===== config.mk =====
export PLATFORM = sky130hd
export DESIGN_NAME = snake_dir_ctrl_flat
export DESIGN_NICKNAME = d
export VERILOG_FILES = /design/src/rtl/snake_dir_if.sv /design/src/rtl/snake_dir_ctrl.sv /design/src/flat_wrapper.sv
export SDC_FILE = /design/constraint.sdc
export NUM_CORES = 1
export LEC_CHECK = 0
export ABC_AREA = 1
export CORE_MARGIN = 1
export CORE_UTILIZATION = 36
export CTS_BUF_LIST = sky130_fd_sc_hd__clkbuf_2 sky130_fd_sc_hd__clkbuf_4 sky130_fd_sc_hd__clkbuf_8
export DETAILED_ROUTE_END_ITERATION = 7
export PLACE_DENSITY_LB_ADDON = 0.08
export SYNTH_ARGS = -nofsm -noshare
export SYNTH_HDL_FRONTEND = slang
export SYNTH_SLANG_ARGS = --single-unit

===== constraint.sdc =====
create_clock -name clk -period 2.42 [get_ports clk]
set_clock_uncertainty 0.2 [all_clocks]
set_input_delay 0.363 -clock clk [delete_from_list [all_inputs] [get_ports clk]]
set_output_delay 0.363 -clock clk [all_outputs]
set_load 0.01 [all_outputs]

===== src/rtl/snake_dir_if.sv =====
// snake_dir_if
//   Bundles the turn-scheduler signals between the button pulse generators,
//   the game sequencer and the snake movement engine.
//   Signals:
//     btn_pulse [3:0]    1-cycle pulses; [0]=up [1]=right [2]=down [3]=left
//     run                game active level
//     tick               1-cycle game-step strobe
//     dir [1:0]          current heading; 0=up 1=right 2=down 3=left
//     step               1-cycle strobe: advance snake one cell using dir
//     q_count [CNT_W-1:0] turns currently buffered
//     drop_cnt [7:0]     dropped-request count (SNAKE_DIR_DROPCNT_EN only)
//   Modports: master drives the requests and observes the outputs;
//   slave is the scheduler side.
interface snake_dir_if #(
   parameter int CNT_W = 2
);
   logic [3:0]       btn_pulse;
   logic             run;
   logic             tick;
   logic [1:0]       dir;
   logic             step;
   logic [CNT_W-1:0] q_count;
`ifdef SNAKE_DIR_DROPCNT_EN
   logic [7:0]       drop_cnt;
`endif

`ifdef SNAKE_DIR_DROPCNT_EN
   modport master (output btn_pulse, run, tick, input dir, step, q_count, drop_cnt);
   modport slave  (input btn_pulse, run, tick, output dir, step, q_count, drop_cnt);
`else
   modport master (output btn_pulse, run, tick, input dir, step, q_count);
   modport slave  (input btn_pulse, run, tick, output dir, step, q_count);
`endif
endinterface


===== src/rtl/snake_dir_ctrl.sv =====
// snake_dir_ctrl
//   Turn scheduler between the button pulse generators and the snake movement
//   engine. Round-robin arbitrates simultaneous button pulses, rejects no-op
//   and 180-degree turns, buffers accepted turns in a QDEPTH-entry FIFO and
//   releases one turn per game tick.
//   Ports:
//     clk    clock
//     reset  synchronous, active-high
//     bus    snake_dir_if.slave (btn_pulse, run, tick in; dir, step, q_count out)
//   Optional feature: define SNAKE_DIR_DROPCNT_EN to add an 8-bit saturating
//   count of cycles in which a button request was not enqueued (bus.drop_cnt).
//
//   state | meaning
//   IDLE  | game stopped; buttons and ticks ignored, waits for run
//   RUN   | arbitrate/enqueue turns, step and pop on tick; run=0 flushes
module snake_dir_ctrl #(
   parameter int         QDEPTH   = 2,
   parameter int         CNT_W    = 2,
   parameter logic [1:0] INIT_DIR = 2'd1
) (
   input  logic        clk,
   input  logic        reset,
   snake_dir_if.slave  bus
);
   localparam int PTR_W = (QDEPTH > 1) ? $clog2(QDEPTH) : 1;

   typedef enum logic {IDLE = 1'b0, RUN = 1'b1} state_t;

   state_t           state_q, state_d;
   logic [1:0]       dir_q, dir_d;
   logic             step_q, step_d;
   logic [CNT_W-1:0] count_q, count_d;
   logic [PTR_W-1:0] wr_q, wr_d, rd_q, rd_d;
   logic [1:0]       rr_q, rr_d;
   logic [1:0]       fifo_q [QDEPTH];
   logic [1:0]       fifo_d [QDEPTH];

   logic             found, push, pop, full;
   logic [1:0]       win, idx, ref_dir;
   logic [PTR_W-1:0] tail_idx;

   function automatic logic [PTR_W-1:0] ptr_inc(input logic [PTR_W-1:0] p);
      return (p == PTR_W'(QDEPTH - 1)) ? '0 : p + 1'b1;
   endfunction

`ifdef SNAKE_DIR_DROPCNT_EN
   logic [7:0] drop_q, drop_d;
   logic       drop_ev;
`endif

   assign full     = (count_q == CNT_W'(QDEPTH));
   // Most recently pushed entry; only meaningful when count_q != 0.
   assign tail_idx = (wr_q == '0) ? PTR_W'(QDEPTH - 1) : wr_q - 1'b1;

   always_comb begin
      state_d = state_q;
      dir_d   = dir_q;
      step_d  = 1'b0;
      count_d = count_q;
      wr_d    = wr_q;
      rd_d    = rd_q;
      rr_d    = rr_q;
      fifo_d  = fifo_q;
      push    = 1'b0;
      pop     = 1'b0;
      found   = 1'b0;
      win     = 2'd0;
      idx     = 2'd0;
`ifdef SNAKE_DIR_DROPCNT_EN
      drop_d  = drop_q;
      drop_ev = 1'b0;
`endif

      // Round-robin search starting at rr_q.
      for (int i = 0; i < 4; i++) begin
         idx = rr_q + 2'(i);
         if (!found && bus.btn_pulse[idx]) begin
            found = 1'b1;
            win   = idx;
         end
      end

      // Legality is judged against where the snake will be heading after all
      // buffered turns, i.e. the pre-pop tail.
      ref_dir = (count_q != '0) ? fifo_q[tail_idx] : dir_q;

      case (state_q)
         IDLE: begin
            if (bus.run) state_d = RUN;
         end
         RUN: begin
            pop    = bus.tick && (count_q != '0);
            step_d = bus.tick;
            if (found) begin
               rr_d = win + 2'd1;
               push = (win != ref_dir) && (win != (ref_dir ^ 2'b10)) && (!full || pop);
`ifdef SNAKE_DIR_DROPCNT_EN
               // Losers of arbitration count as drops even if the winner is taken.
               drop_ev = !push || ((bus.btn_pulse & (bus.btn_pulse - 4'd1)) != 4'd0);
`endif
            end
            if (pop) begin
               dir_d = fifo_q[rd_q];
               rd_d  = ptr_inc(rd_q);
            end
            if (push) begin
               fifo_d[wr_q] = win;
               wr_d         = ptr_inc(wr_q);
            end
            count_d = count_q + CNT_W'(push) - CNT_W'(pop);
            // A tick coinciding with run falling still pops; the rest is flushed.
            if (!bus.run) begin
               state_d = IDLE;
               count_d = '0;
               wr_d    = '0;
               rd_d    = '0;
            end
         end
         default: state_d = IDLE;
      endcase

`ifdef SNAKE_DIR_DROPCNT_EN
      if (drop_ev && drop_q != 8'hFF) drop_d = drop_q + 8'd1;
`endif
   end

   always_ff @(posedge clk) begin
      if (reset) begin
         state_q <= IDLE;
         dir_q   <= INIT_DIR;
         step_q  <= 1'b0;
         count_q <= '0;
         wr_q    <= '0;
         rd_q    <= '0;
         rr_q    <= 2'd0;
         for (int i = 0; i < QDEPTH; i++) fifo_q[i] <= 2'd0;
      end else begin
         state_q <= state_d;
         dir_q   <= dir_d;
         step_q  <= step_d;
         count_q <= count_d;
         wr_q    <= wr_d;
         rd_q    <= rd_d;
         rr_q    <= rr_d;
         fifo_q  <= fifo_d;
      end
   end

`ifdef SNAKE_DIR_DROPCNT_EN
   always_ff @(posedge clk) begin
      if (reset) drop_q <= 8'd0;
      else       drop_q <= drop_d;
   end
   assign bus.drop_cnt = drop_q;
`endif

   assign bus.dir     = dir_q;
   assign bus.step    = step_q;
   assign bus.q_count = count_q;
endmodule

===== src/flat_wrapper.sv =====
// flat-port wrapper written by rule: the top's interface ports become plain ports
module snake_dir_ctrl_flat 
#(
   parameter int         QDEPTH   = 2,
   parameter int         CNT_W    = 2,
   parameter logic [1:0] INIT_DIR = 2'd1
)
  (clk, reset, bus_btn_pulse, bus_run, bus_tick, bus_dir, bus_step, bus_q_count);
  snake_dir_if #(.CNT_W(CNT_W)) bus_i ();
  input  logic clk;
  input  logic reset;
  input wire logic [$bits(bus_i.btn_pulse)-1:0] bus_btn_pulse;
  input wire logic [$bits(bus_i.run)-1:0] bus_run;
  input wire logic [$bits(bus_i.tick)-1:0] bus_tick;
  output wire logic [$bits(bus_i.dir)-1:0] bus_dir;
  output wire logic [$bits(bus_i.step)-1:0] bus_step;
  output wire logic [$bits(bus_i.q_count)-1:0] bus_q_count;
  assign bus_i.btn_pulse = bus_btn_pulse;
  assign bus_i.run = bus_run;
  assign bus_i.tick = bus_tick;
  assign bus_dir = bus_i.dir;
  assign bus_step = bus_i.step;
  assign bus_q_count = bus_i.q_count;
  snake_dir_ctrl #(.QDEPTH(QDEPTH), .CNT_W(CNT_W), .INIT_DIR(INIT_DIR)) u_core (.clk(clk), .reset(reset), .bus(bus_i));
endmodule

==> metrics.md, run 1 <==
| Metric | Value |
|---|---|
| Outcome | finished clean |
| Clock-pin slew on the worst setup and hold paths | 0.09 ns |
| Min Tclk post-route | 2.222 ns |
| Maximum vdd drop | 444.5 µV |
| Layout Area Growth over Synthesis | 22.06% |
| DIE HEIGHT | 54.67 µm |
| Most frequent cells in the layout | nand2_1 (45), inv_1 (23), nor2_1 (15) |
| CTS Hold Bufs | 0 |
| Initial core utilization | 0.3923 |
| # port buffers | 12 |
| Main combinational cell family by area after synthesis | simple AND/OR/NAND/NOR gates |
| Final non-filler cell total | 203 |
| DIE AREA | 2988 µm² |
| Post-Syn Area | 998.5 µm² |
| Post-DP HPWL | 1663 µm |
| Sw Share | 0.3722 |
| CP Launch Type | register |
| Mapped Avg Cell Area | 6.526 µm² |
| Number of instances resized during post-cts repair | 0 |
| Core area | 2545 µm² |
| Layout cell share with drive strength beyond 1 | 0.2081 |
| Max_slew headroom | 0.7540 |
| Worst Hold Class | register to register |
| CTS H-Tree Depth | 1 |
| Final GP Congestion | 0.8351 |
| Clock root buffer | clkbuf_4 |
| # DRC | 0 |
| CTS tree | done |
| Net switching power | 0.0002703 W |
| Internal | 0.0004560 W |
| Seq/Total Area, Yosys | 0.2807 |
| Worst-Margin Slew | 0.3673 ns |
| Mux cell area share after synthesis | 0 |
| Crit end category | register |
| RSZ-0062 raised after global routing | false |
| Synthesis-stage register bit count | 14 |
| Crit-path cells | buf_4 -> nand2_1 -> nand2_1 -> nand2_1 -> o21ai_1 -> nand3_2 -> nand2_2 -> nand3_2 -> a21oi_2 -> ha_1 -> a22o_1 |
| Fmax | 450.0 MHz |
| Wire length of the first global-routing pass | 3670 µm |
| Synth Area in Compound Gates | 0.1140 |
| Pre-antenna DRT Iters | 4 |
| Drt total wl | 2063 µm |
| Comb pwr share | 0.396 |
| Post-Synth Adder-Cell Area | 0.02506 |
| Critical-path top delay cell | dfxtp_1 |
| Clock Latency Late Sink | 0.28 ns |
| Setup-failing EPs final | 0 |
| Crit path required time | 2.40 ns |
| # clock sinks | 14 |
| Net Count, Synth | 163 |
| CP max FO | 7 |
| # IOs | 13 |
| Most common cell after layout, fill and taps aside | nand2_1 |
| Fill cell count | 272 |
| Routed len/inst | 10.16 µm |
| Design area | 1219 µm² |
| Leakage power | 0.6146 nW |
| Cells after DPL | 199 |
| Global Route Usage Sum | 0.1730 |
| Crit share post-route | 0.9182 |
| Initial antenna violation count | 0 |
| # rows | 18 |
| PD cells | 596.0 nW/µm² |
| Die Wd | 54.67 µm |
| Multi-input combinational cell area | 609.3 µm² |
| Nets | 184 |
| FF-to-FF path depth | 11 |
| Via density | 4.749 |
| Iter 0 DRT Violations | 22 |
| Area after DPL | 1182 µm² |
| Sequential cell area | 280.3 µm² |
| CP peak stage delay | 0.47 ns |
| Crit-path most repeated cell | nand2_1 |
| Clock Tree Buf Depth | 2 |
| Final Hold Vio Count | 0 |
| Antenna cells | 0 |
| Distinct cells, synth | 27 |
| Sequential Power Share | 0.366 |
| Cts bufs inserted | 3 |
| Synth Area in XOR/XNOR | 0.01754 |
| Max cap viols | 0 |
| Crit path kind | register to register |
| GR Overflow Total | 0 |
| Arrival time at the worst endpoint | 2.20 ns |
| Cells after synthesis | 153 |
| Largest net degree at the start of global routing | 9 |
| Clock network power share | 0.237 |
| Post-CTS setup buffers | 0 |
| Hold Path Depth | 2 |
| Final count of pins violating max slew | 0 |
| Simple-Gate Fraction of Synth Area | 0.4536 |
| Antenna-violating nets left | 0 |
| Setup_tns | 0 ns |
| Detailed-route via count | 964 |
| Ys Warns | 0 |
| Vias in the first global route | 920 |
| Pwr Total | 0.0007263 W |
-- sequential cells by signal, summed over array words and instances, names as in the netlist --
register and count:
u_core.fifo_q 4, u_core.bus.dir 2, u_core.bus.q_count 2, u_core.rr_q 2, u_core.bus.step 1, u_core.rd_q 1, u_core.state_q 1, u_core.wr_q 1
-- per-layer routing --
metal,part of all wire,GRT usage,vias to the layer above
li1,-,-,517
met1,0.49,0.2030,429
met2,0.47,0.2992,16
met3,0.030,0.05000,2
met4,0.0048,0.05128,0
met5,0,0,-
-- worst paths after layout --
check / startpoint / to / slack, ns
worst min register to register: u_core.fifo_q[3] / u_core.bus.dir[1] / 0.28
worst max register to register: u_core.rr_q[0] / u_core.bus.q_count[0] / 0.20
worst max-delay path: u_core.rr_q[0] / u_core.bus.q_count[0] / 0.20
worst min-delay path: u_core.fifo_q[3] / u_core.bus.dir[1] / 0.28
-- per-stage QoR --
step / hold slack, ns / setup slack [ns] / util
global route: 0.3248 / 0.008431 / 0.4789
global placement: 0.2747 / 0.003444 / 0.4646
CTS: 0.2897 / 0.1976 / 0.4789
floorplan: 0.2422 / 0.4309 / -
detailed placement: 0.2751 / -0.05244 / 0.4646
finish: 0.2829 / 0.1979 / 0.4789
-- synth_stat cells --
cell type / count / share of area
nand2_1: 45 / 0.17
inv_1: 23 / 0.086
nor2_1: 15 / 0.056
dfxtp_1: 14 / 0.28
nand2_2: 13 / 0.081
o21ai_0: 5 / 0.025
nand3_1: 4 / 0.020
nand3_2: 4 / 0.040
o211ai_1: 4 / 0.030
a21oi_1: 3 / 0.015
a21oi_2: 2 / 0.018
ha_1: 2 / 0.025
inv_2: 2 / 0.0075
nor2_2: 2 / 0.013
nor3_1: 2 / 0.010
xor2_1: 2 / 0.018
a22o_1: 1 / 0.0088
a31oi_1: 1 / 0.0063
buf_6: 1 / 0.011
clkinv_1: 1 / 0.0038
nand2_4: 1 / 0.011
nand3b_1: 1 / 0.0075
nand4_2: 1 / 0.013
nand4_4: 1 / 0.021
nor2_4: 1 / 0.011
o21ai_1: 1 / 0.0050
o22ai_1: 1 / 0.0063
-- cell families (layout without fill, tap and decap cells) --
logic type	count (synthesis)	after routing
compound gates	18	18
xor+xnor	2	2
fa+ha+maj	2	2
buf+inv	27	47
flops	14	14
simple gates	90	90
-- cell type report --
cell class,count,share of cell area
Multi-Input combinational cell,112,0.5000
Sequential cell,14,0.2300
Inverter,26,0.08008
Tap cell,30,0.03080
Timing Repair Buffer,17,0.1294
Clock buffer,4,0.02977
-- worst max-delay path, delay by kind of cell, from the launching register on --
family	cells	cell delay (ns)
AOI/OAI and AO/OA	3	0.49
adders and majority gates	1	0.25
buffers and inverters	1	0.21
DFF	1	0.47
and+or+nand+nor	6	0.51
-- power groups by stage --
stage | Combinational [W] | Sequential, W | Clock (W)
after floorplan | 0.000215 | 0.000267 | 0
after global placement | 0.000284 | 0.000270 | 0
after detailed placement | 0.000288 | 0.000271 | 0
after CTS | 0.000291 | 0.000266 | 0.000177
after global routing | 0.000328 | 0.000269 | 0.000189
final | 0.000288 | 0.000266 | 0.000172
Power figures use the tool's default switching activity.
==> inputs of run 2 (changes only) <==
ABC_CLOCK_PERIOD_IN_PS = 2420   (was default)
==> results of run 2 <==
No change in the layout: final DEF, timing and power equal those of run 1.
